**src/rtl/ram_port_arbiter_pkg.sv**
```systemverilog
// Shared definitions for the data-RAM port arbiter: default sizes, FSM state
// encoding and requester IDs.
package ram_arb_pkg;

    localparam int ARB_AW = 12;
    localparam int ARB_DW = 16;

    typedef logic [0:0] arb_state_t;

    localparam arb_state_t ARB_IDLE  = 1'b0;
    localparam arb_state_t ARB_CLEAR = 1'b1;

    localparam logic REQ_CPU = 1'b0;
    localparam logic REQ_IO  = 1'b1;

endpackage

```
**src/rtl/ram_port_arbiter_if.sv**
```systemverilog
// Bundle of requester handshakes, clear control and RAM-side signals.
// The arbiter takes the slave modport; the environment takes the master modport.
interface ram_port_arbiter_if
    import ram_arb_pkg::*;
#(
    parameter int AW = ARB_AW,
    parameter int DW = ARB_DW
);
    logic          cpu_req;
    logic          cpu_we;
    logic [AW-1:0] cpu_addr;
    logic [DW-1:0] cpu_wdata;
    logic          cpu_gnt;
    logic          cpu_rvalid;
    logic [DW-1:0] cpu_rdata;

    logic          io_req;
    logic          io_we;
    logic [AW-1:0] io_addr;
    logic [DW-1:0] io_wdata;
    logic          io_gnt;
    logic          io_rvalid;
    logic [DW-1:0] io_rdata;

    logic          clr_start;
    logic          clr_busy;
    logic          clr_done;

    logic          ram_cs;
    logic          ram_we;
    logic [AW-1:0] ram_addr;
    logic [DW-1:0] ram_wdata;
    logic [DW-1:0] ram_rdata;

    modport slave (
        input  cpu_req, cpu_we, cpu_addr, cpu_wdata,
        output cpu_gnt, cpu_rvalid, cpu_rdata,
        input  io_req, io_we, io_addr, io_wdata,
        output io_gnt, io_rvalid, io_rdata,
        input  clr_start,
        output clr_busy, clr_done,
        output ram_cs, ram_we, ram_addr, ram_wdata,
        input  ram_rdata
    );

    modport master (
        output cpu_req, cpu_we, cpu_addr, cpu_wdata,
        input  cpu_gnt, cpu_rvalid, cpu_rdata,
        output io_req, io_we, io_addr, io_wdata,
        input  io_gnt, io_rvalid, io_rdata,
        output clr_start,
        input  clr_busy, clr_done,
        input  ram_cs, ram_we, ram_addr, ram_wdata,
        output ram_rdata
    );

endinterface

```
**src/rtl/rr_arbiter2.sv**
```systemverilog
// Two-way grant generator: round-robin on a last-grant pointer, or fixed CPU
// priority when FIXED_PRIO=1. Grants are combinational from req.
module rr_arbiter2
    import ram_arb_pkg::*;
#(
    parameter bit FIXED_PRIO = 1'b0
) (
    input  logic       clk,
    input  logic       res,
    input  logic       en,
    input  logic [1:0] req,
    output logic [1:0] gnt
);

    logic last_q;
    logic last_d;

    always_comb begin
        gnt    = 2'b00;
        last_d = last_q;
        if (en) begin
            if (req[REQ_CPU] && req[REQ_IO]) begin
                if (FIXED_PRIO || (last_q == REQ_IO)) begin
                    gnt[REQ_CPU] = 1'b1;
                end else begin
                    gnt[REQ_IO] = 1'b1;
                end
            end else begin
                gnt = req;
            end
            if (gnt[REQ_CPU]) begin
                last_d = REQ_CPU;
            end else if (gnt[REQ_IO]) begin
                last_d = REQ_IO;
            end
        end
    end

    // Pointer starts at "I/O granted last" so the CPU wins the first tie.
    always_ff @(posedge clk) begin
        if (res) begin
            last_q <= REQ_IO;
        end else begin
            last_q <= last_d;
        end
    end

endmodule

```
**src/rtl/ram_port_arbiter.sv**
```systemverilog
// Shares the single-port data RAM between the CPU and the I/O scanner, and
// runs a synchronous zero-fill sweep of the whole array on request.
module ram_port_arbiter
    import ram_arb_pkg::*;
#(
    parameter int AW         = ARB_AW,
    parameter int DW         = ARB_DW,
    parameter bit FIXED_PRIO = 1'b0
) (
    input  logic                clk,
    input  logic                res,
    ram_port_arbiter_if.slave   bus
);

    localparam logic [AW:0] LAST_ADDR = {1'b0, {AW{1'b1}}};
    localparam logic [AW:0] CNT_ONE   = {{AW{1'b0}}, 1'b1};

    arb_state_t  state_q, state_d;
    logic [AW:0] cnt_q, cnt_d;
    logic        clr_done_q, clr_done_d;
    logic        cpu_rd_q, cpu_rd_d;
    logic        io_rd_q, io_rd_d;

    logic        arb_en;
    logic [1:0]  req_vec;
    logic [1:0]  gnt_vec;

    // The clr_done cycle is kept grant-free so held requests resume one cycle later.
    assign arb_en = !res && (state_q == ARB_IDLE) && !clr_done_q;

    always_comb begin
        req_vec          = 2'b00;
        req_vec[REQ_CPU] = bus.cpu_req;
        req_vec[REQ_IO]  = bus.io_req;
    end

    rr_arbiter2 #(
        .FIXED_PRIO (FIXED_PRIO)
    ) u_rr (
        .clk (clk),
        .res (res),
        .en  (arb_en),
        .req (req_vec),
        .gnt (gnt_vec)
    );

    always_comb begin
        state_d    = state_q;
        cnt_d      = cnt_q;
        clr_done_d = 1'b0;
        if (state_q == ARB_IDLE) begin
            if (bus.clr_start) begin
                state_d = ARB_CLEAR;
                cnt_d   = '0;
            end
        end else begin
            cnt_d = cnt_q + CNT_ONE;
            if (cnt_q == LAST_ADDR) begin
                state_d    = ARB_IDLE;
                clr_done_d = 1'b1;
            end
        end
    end

    always_comb begin
        cpu_rd_d = gnt_vec[REQ_CPU] && !bus.cpu_we;
        io_rd_d  = gnt_vec[REQ_IO]  && !bus.io_we;
    end

    always_comb begin
        bus.ram_cs    = 1'b0;
        bus.ram_we    = 1'b0;
        bus.ram_addr  = '0;
        bus.ram_wdata = '0;
        if (!res && (state_q == ARB_CLEAR)) begin
            bus.ram_cs    = 1'b1;
            bus.ram_we    = 1'b1;
            bus.ram_addr  = cnt_q[AW-1:0];
        end else if (gnt_vec[REQ_CPU]) begin
            bus.ram_cs    = 1'b1;
            bus.ram_we    = bus.cpu_we;
            bus.ram_addr  = bus.cpu_addr;
            bus.ram_wdata = bus.cpu_wdata;
        end else if (gnt_vec[REQ_IO]) begin
            bus.ram_cs    = 1'b1;
            bus.ram_we    = bus.io_we;
            bus.ram_addr  = bus.io_addr;
            bus.ram_wdata = bus.io_wdata;
        end
    end

    always_ff @(posedge clk) begin
        if (res) begin
            state_q    <= ARB_IDLE;
            cnt_q      <= '0;
            clr_done_q <= 1'b0;
            cpu_rd_q   <= 1'b0;
            io_rd_q    <= 1'b0;
        end else begin
            state_q    <= state_d;
            cnt_q      <= cnt_d;
            clr_done_q <= clr_done_d;
            cpu_rd_q   <= cpu_rd_d;
            io_rd_q    <= io_rd_d;
        end
    end

    assign bus.cpu_gnt    = gnt_vec[REQ_CPU];
    assign bus.io_gnt     = gnt_vec[REQ_IO];
    assign bus.cpu_rvalid = cpu_rd_q;
    assign bus.io_rvalid  = io_rd_q;
    assign bus.cpu_rdata  = bus.ram_rdata;
    assign bus.io_rdata   = bus.ram_rdata;
    assign bus.clr_busy   = (state_q == ARB_CLEAR);
    assign bus.clr_done   = clr_done_q;

endmodule

```
**src/flat_wrapper.sv**
```systemverilog
// flat-port wrapper written by rule: the top's interface ports become plain ports
module ram_port_arbiter_flat import ram_arb_pkg::*;
#(
    parameter int AW         = ARB_AW,
    parameter int DW         = ARB_DW,
    parameter bit FIXED_PRIO = 1'b0
)
  (clk, res, bus_cpu_req, bus_cpu_we, bus_cpu_addr, bus_cpu_wdata, bus_cpu_gnt, bus_cpu_rvalid, bus_cpu_rdata, bus_io_req, bus_io_we, bus_io_addr, bus_io_wdata, bus_io_gnt, bus_io_rvalid, bus_io_rdata, bus_clr_start, bus_clr_busy, bus_clr_done, bus_ram_cs, bus_ram_we, bus_ram_addr, bus_ram_wdata, bus_ram_rdata);
  ram_port_arbiter_if #(.AW(AW), .DW(DW)) bus_i ();
  input  logic clk;
  input  logic res;
  input wire logic [$bits(bus_i.cpu_req)-1:0] bus_cpu_req;
  input wire logic [$bits(bus_i.cpu_we)-1:0] bus_cpu_we;
  input wire logic [$bits(bus_i.cpu_addr)-1:0] bus_cpu_addr;
  input wire logic [$bits(bus_i.cpu_wdata)-1:0] bus_cpu_wdata;
  output wire logic [$bits(bus_i.cpu_gnt)-1:0] bus_cpu_gnt;
  output wire logic [$bits(bus_i.cpu_rvalid)-1:0] bus_cpu_rvalid;
  output wire logic [$bits(bus_i.cpu_rdata)-1:0] bus_cpu_rdata;
  input wire logic [$bits(bus_i.io_req)-1:0] bus_io_req;
  input wire logic [$bits(bus_i.io_we)-1:0] bus_io_we;
  input wire logic [$bits(bus_i.io_addr)-1:0] bus_io_addr;
  input wire logic [$bits(bus_i.io_wdata)-1:0] bus_io_wdata;
  output wire logic [$bits(bus_i.io_gnt)-1:0] bus_io_gnt;
  output wire logic [$bits(bus_i.io_rvalid)-1:0] bus_io_rvalid;
  output wire logic [$bits(bus_i.io_rdata)-1:0] bus_io_rdata;
  input wire logic [$bits(bus_i.clr_start)-1:0] bus_clr_start;
  output wire logic [$bits(bus_i.clr_busy)-1:0] bus_clr_busy;
  output wire logic [$bits(bus_i.clr_done)-1:0] bus_clr_done;
  output wire logic [$bits(bus_i.ram_cs)-1:0] bus_ram_cs;
  output wire logic [$bits(bus_i.ram_we)-1:0] bus_ram_we;
  output wire logic [$bits(bus_i.ram_addr)-1:0] bus_ram_addr;
  output wire logic [$bits(bus_i.ram_wdata)-1:0] bus_ram_wdata;
  input wire logic [$bits(bus_i.ram_rdata)-1:0] bus_ram_rdata;
  assign bus_i.cpu_req = bus_cpu_req;
  assign bus_i.cpu_we = bus_cpu_we;
  assign bus_i.cpu_addr = bus_cpu_addr;
  assign bus_i.cpu_wdata = bus_cpu_wdata;
  assign bus_cpu_gnt = bus_i.cpu_gnt;
  assign bus_cpu_rvalid = bus_i.cpu_rvalid;
  assign bus_cpu_rdata = bus_i.cpu_rdata;
  assign bus_i.io_req = bus_io_req;
  assign bus_i.io_we = bus_io_we;
  assign bus_i.io_addr = bus_io_addr;
  assign bus_i.io_wdata = bus_io_wdata;
  assign bus_io_gnt = bus_i.io_gnt;
  assign bus_io_rvalid = bus_i.io_rvalid;
  assign bus_io_rdata = bus_i.io_rdata;
  assign bus_i.clr_start = bus_clr_start;
  assign bus_clr_busy = bus_i.clr_busy;
  assign bus_clr_done = bus_i.clr_done;
  assign bus_ram_cs = bus_i.ram_cs;
  assign bus_ram_we = bus_i.ram_we;
  assign bus_ram_addr = bus_i.ram_addr;
  assign bus_ram_wdata = bus_i.ram_wdata;
  assign bus_i.ram_rdata = bus_ram_rdata;
  ram_port_arbiter #(.AW(AW), .DW(DW), .FIXED_PRIO(FIXED_PRIO)) u_core (.clk(clk), .res(res), .bus(bus_i));
endmodule
```
**config.mk**
```make
export PLATFORM = sky130hd
export DESIGN_NAME = ram_port_arbiter_flat
export DESIGN_NICKNAME = d
export VERILOG_FILES = /design/src/rtl/ram_port_arbiter_pkg.sv /design/src/rtl/ram_port_arbiter_if.sv /design/src/rtl/rr_arbiter2.sv /design/src/rtl/ram_port_arbiter.sv /design/src/flat_wrapper.sv
export SDC_FILE = /design/constraint.sdc
export NUM_CORES = 1
export LEC_CHECK = 0
export ABC_AREA = 1
export BUFFER_PORTS_ARGS = -buffer_cell sky130_fd_sc_hd__buf_2
export CAP_MARGIN = 5
export CELL_PAD_IN_SITES_DETAIL_PLACEMENT = 1
export CELL_PAD_IN_SITES_GLOBAL_PLACEMENT = 2
export CORE_MARGIN = 2
export CORE_UTILIZATION = 17
export CTS_BUF_LIST = sky130_fd_sc_hd__clkbuf_16
export CTS_CLUSTER_DIAMETER = 150
export DETAILED_ROUTE_END_ITERATION = 16
export PLACE_DENSITY_LB_ADDON = 0.1
export SYNTH_ARGS = -nofsm -noshare
export SYNTH_HDL_FRONTEND = slang
export SYNTH_SLANG_ARGS = --single-unit
```
**constraint.sdc**
```tcl
create_clock -name clk -period 1.6 [get_ports clk]
set_input_delay 0.16 -clock clk [delete_from_list [all_inputs] [get_ports clk]]
set_output_delay 0.16 -clock clk [all_outputs]
set_load 0.02 [all_outputs]
```
# Word-level counts from Yosys, hierarchy flattened

Cells that the tools add are included.

Add/subtract/negate cells: 1
Eq/ne operators: 1
Mux-type cells: 25
Bitwise gates (word level): 1
Reductions and logical operators: 14

Operators with widths:

| kind                    | count |
|---|---|
| $mux W16                | 3 |
| $mux W12                | 3 |
| $mux W13                | 2 |
| $mux W1                 | 14 |
| $add A13 B1 Y13 const B | 1 |
| $eq A13 B12 Y1 const B  | 1 |
| $logic_and A1 B1 Y1     | 6 |
| $mux W2                 | 3 |
| $logic_not A1 Y1        | 4 |
| $reduce_bool A2 Y1      | 2 |
| $reduce_and A2 Y1       | 1 |
| $reduce_or A2 Y1        | 1 |
| $not A1 Y1              | 1 |

Flip-flop bits (word level): 18
Input port bits: 79
Output and inout bits: 68
Word-level logic and storage cells: 48

# Logic depth before layout (Yosys ltp)

Depth in word-level cells: 8
Gate-level depth with buffers: 8
Mapped depth without buffers: 8

# By module

A second synthesis with hierarchy kept.

Cell total of the unflattened synthesis: 259
Area total of the unflattened synthesis: 1611.5 um^2

By module, submodules not included:

| module           | instances | cells each | area an instance (um^2) | sequential area each (um^2) |
|---|---|---|---|---|
| ram_port_arbiter | 1         | 247        | 1540.2                  | 340.3 |
| rr_arbiter2      | 1         | 12         | 71.3                    | 20.0 |

# Worst setup path after synthesis

No wires, ideal clock.

Path type: register -> output
Start: register u_core.state_q (netlist: u_core.bus.clr_busy)
End: output port bus_ram_addr[10]
Arrival time: 1.253 ns
Data required time: 1.440 ns
Path slack: 0.187 ns
Stages on the path, launching flop included: 7
Path buffers: 1
Cell sequence: dfxtp_1 > nor2_1 > nand2_4 > nor2_4 > buf_6 > nand2_1 > nand3_1

Elaborated cells on any way between the ends: 8
Those cells by class: 4 x mux; 1 x bitwise; 3 x reduce/logical

RTL lines:

| item                              | line                    | source |
|---|---|---|
| start: declaration                | ram_port_arbiter.sv:18  | `arb_state_t state_q, state_d;` |
| start signal: assignment          | ram_port_arbiter.sv:100 | `state_q <= state_d;` |
| $not A1 Y1 (no source line)       | --                      |  |
| $logic_and A1 B1 Y1 (2 in series) | ram_port_arbiter.sv:29  | `assign arb_en = !res && (state_q == ARB_IDLE) && !clr_done_q;` |
| $mux W2                           | rr_arbiter2.sv:21       | `if (en) begin` |
| via bus_cpu_gnt                   | flat_wrapper.sv:16      | `output wire logic [$bits(bus_i.cpu_gnt)-1:0] bus_cpu_gnt;` |
| $mux W12                          | ram_port_arbiter.sv:79  | `end else if (gnt_vec[REQ_CPU]) begin` |
| $mux W12                          | ram_port_arbiter.sv:75  | `if (!res && (state_q == ARB_CLEAR)) begin` |
| end: declaration                  | flat_wrapper.sv:31      | `output wire logic [$bits(bus_i.ram_addr)-1:0] bus_ram_addr;` |

The timed path passes the listed nets, and every way through them passes these cells.

# Final worst setup path

Start: register u_core.clr_done_q (netlist: u_core.bus.clr_done)
End: output port bus_ram_wdata[15]

Cells in the longest elaborated chain, start to end: 6

RTL lines:

| item                     | line                    | source |
|---|---|---|
| start: declaration       | ram_port_arbiter.sv:20  | `logic clr_done_q, clr_done_d;` |
| start signal: assignment | ram_port_arbiter.sv:102 | `clr_done_q <= clr_done_d;` |
| $logic_not A1 Y1 (*)     | ram_port_arbiter.sv:29  |  |
| $logic_and A1 B1 Y1 (*)  | ram_port_arbiter.sv:29  |  |
| $mux W2 (*)              | rr_arbiter2.sv:21       |  |
| $mux W16                 | ram_port_arbiter.sv:84  | `end else if (gnt_vec[REQ_IO]) begin` |
| $mux W16 (*)             | ram_port_arbiter.sv:79  |  |
| $mux W16 (*)             | ram_port_arbiter.sv:75  |  |
| end: declaration         | flat_wrapper.sv:32      | `output wire logic [$bits(bus_i.ram_wdata)-1:0] bus_ram_wdata;` |

Every way passes the cells marked *; elsewhere a longest branch is shown, timed or not.

==> impl_metrics.json <==
{
  "status": "finished with violations",
  "violations": "setup timing",
  "clkTransAtPathRegs_ns": 0.05,
  "clock_skew_ns": 0.00221,
  "place_ws_ns": -0.195,
  "arrival_ns": 1.58,
  "syn_nets": 314,
  "fin_util": 0.278,
  "crit_family": "buffers and inverters",
  "synth_edf_count": 0,
  "crit_slowest_cell": "dfxtp_2",
  "gp_congestion": 0.689,
  "clock-sinks": 18,
  "post-dp-hpwl_um": 4540,
  "h-tree-depth": 1,
  "final_nets": 396,
  "grt_max_degree": 17,
  "grt_pass1_wl_um": 9350,
  "final_antenna_net_count": 0,
  "ctsHoldBuffers": 0,
  "dp.cells": 413,
  "worstMarginPinSlew_ns": 0.428,
  "power.leakage_uw": 0.00128,
  "clk_path_buf_depth": 2,
  "critPathLaunchType": "flip-flop",
  "n_fill_cell": 1116,
  "rsz0062_at_grt": "true",
  "die_w_um": 101,
  "antenna_cells": 0,
  "ys_seq_area_frac": 0.227,
  "ys_top_cells_by_area": "dfxtp_1, nand2_1, buf_4, a22o_1, nand3_1",
  "endpoint_kind": "output port",
  "crit_fanout": 7,
  "first_pass_iters": 4,
  "max_freq_mhz": 574,
  "wl_per_cell_um": 14.8,
  "ys_ff_latch": 18,
  "dieArea_mm2": 0.0101,
  "area_growth_pct": 59.8,
  "min_path_type": "in2reg",
  "crit_type": "reg2out",
  "io_buffer_count": 98,
  "synth_cells": 234,
  "drv_cap": 0,
  "antenna_found_initial": 0,
  "fin_ws_ns": -0.141,
  "drc_errors": 0,
  "power_density_mw_per_mm2": 582,
  "fin_crit_sh": 1.09,
  "cts_tree": "done",
  "yosys_warnings": 0,
  "initial_core_util": 0.174,
  "clk_latency_ns": 0.25,
  "die_h_um": 101,
  "final_layout_size_suffix_gt1_frac": 0.530,
  "fin_cells": 426,
  "ios": 147,
  "cp_num_buf_inv": 4,
  "drv_slew": 0,
  "grt_overflow_total": 0,
  "syn_area_mm2": 0.00159,
  "period_minus_slack_ns": 1.74,
  "tns_ns": -2.22,
  "regToRegSetupSlack_ns": 0.18,
  "final_cell_mix": "buf_2, nand2_1, buf_6, nor2_1, dfxtp_1",
  "slowest_delay_ns": 0.33,
  "setup_viol": 30,
  "cts_root_buf": "clkbuf_16",
  "grt_use_total": 0.120,
  "async_flop_share": 0,
  "cp.required_ns": 1.44,
  "synthDistinctLibCells": 25,
  "yosysTopAreaCellShare": 0.227,
  "core_mm2": 0.00915,
  "ir_worst_vdd_mv": 0.309,
  "synth_top_area_cell": "dfxtp_1",
  "power.total_uw": 1480,
  "mostFrequentLayoutCell": "buf_2",
  "dr.first_iter.drc_count": 60,
  "synthFlopType": "dfxtp_1",
  "hold_viol": 0,
  "crit_chain": "nor2_4 -> nand2_4 -> buf_6 -> nor2_4 -> buf_12 -> buf_16 -> a22o_1 -> buf_6",
  "vias": 1782,
  "seqCellArea_um2": 362,
  "grt_pass1_vias": 1750,
  "postSynthAreaPerCell_um2": 6.79,
  "wl_um": 6310,
  "via_per_inst": 4.18,
  "cts_buffers": 3,
  "multiInputGateArea_mm2": 0.00100,
  "std_cell_rows": 35,
  "maxSlewHeadroom": 0.714
}
==> final cells by class <==
type                            instances  area share
Clock buffer                            3      0.0296
Clock inverter                          1     0.00148
Inverter                               17      0.0261
Multi-Input combinational cell        161       0.396
Sequential cell                        18       0.142
Tap cell                              111      0.0547
Timing Repair Buffer                  115       0.350
==> state kept, by name, indices dropped and copies added, names as in the netlist <==
| name | count |
|---|---|
| u_core.u_rr.last_q | 1 |
| u_core.bus.clr_busy | 1 |
| u_core.bus.clr_done | 1 |
| u_core.cnt_q | 13 |
| u_core.bus.io_rvalid | 1 |
| u_core.bus.cpu_rvalid | 1 |
==> final timing paths <==
check | start | endpoint | cells past startpoint
min reg2reg | u_core.cnt_q[5] | u_core.cnt_q[5] | 2
min | bus_cpu_we | u_core.bus.cpu_rvalid | 2
max reg2reg | u_core.cnt_q[1] | u_core.bus.clr_busy | 8
max | u_core.bus.clr_done | bus_ram_wdata[15] | 8
==> through the flow <==
stage          hold slack, ns  instance area [um^2]
2_1_floorplan           0.232                  1590
3_3_place_gp            0.320                  1990
3_5_place_dp            0.320                  1990
4_1_cts                0.0714                  2400
5_1_grt                0.0793                  2540
6_report               0.0766                  2540
==> synth_stat cells (3+ instances only) <==
cell	count
o21ai_0	3
nor2_1	23
a22o_1	16
nand3_1	21
inv_1	13
buf_4	32
nor2_4	7
dfxtp_1	18
nand2_1	68
inv_2	3
buf_6	7
a21oi_1	7
==> layer usage <==
metal | GRT usage | part of all wire | up-vias | routed length, um
met2 | 0.197 | 0.47 | 62 | 2980
li1 | - | - | 896 | -
met3 | 0.0222 | 0.059 | 12 | 373
met4 | 0.0400 | 0.016 | 0 | 100
met5 | 0 | 0 | - | 0
met1 | 0.157 | 0.45 | 812 | 2850
==> kinds of logic (layout without fill, tap and decap cells) <==
logic type | Yosys count | count (layout) | synth area share
simple gates | 128 | 130 | 0.383
buf+inv | 57 | 136 | 0.246
compound gates | 30 | 30 | 0.137
flops | 18 | 18 | 0.227
fa+ha+maj | 1 | 1 | 0.00787
==> what timing repair did <==
item                                    in CTS  in global routing
setup buffers                                4                  1
gates resized for setup                     64                 31
pin swaps                                    5                  6
endpoints found under the setup margin      33                 31
cloned                                       4                  1
==> power by group <==
| group | leakage [uW] | switching (uW) | total [uW] | internal (uW) |
|---|---|---|---|---|
| sequential | 0.000146 | 5.96 | 462 | 456 |
| combinational | 0.00110 | 258 | 498 | 240 |
| clock | 0.0000385 | 185 | 518 | 333 |
| total | 0.00128 | 449 | 1480 | 1030 |
(Power assumes the default switching activity.)
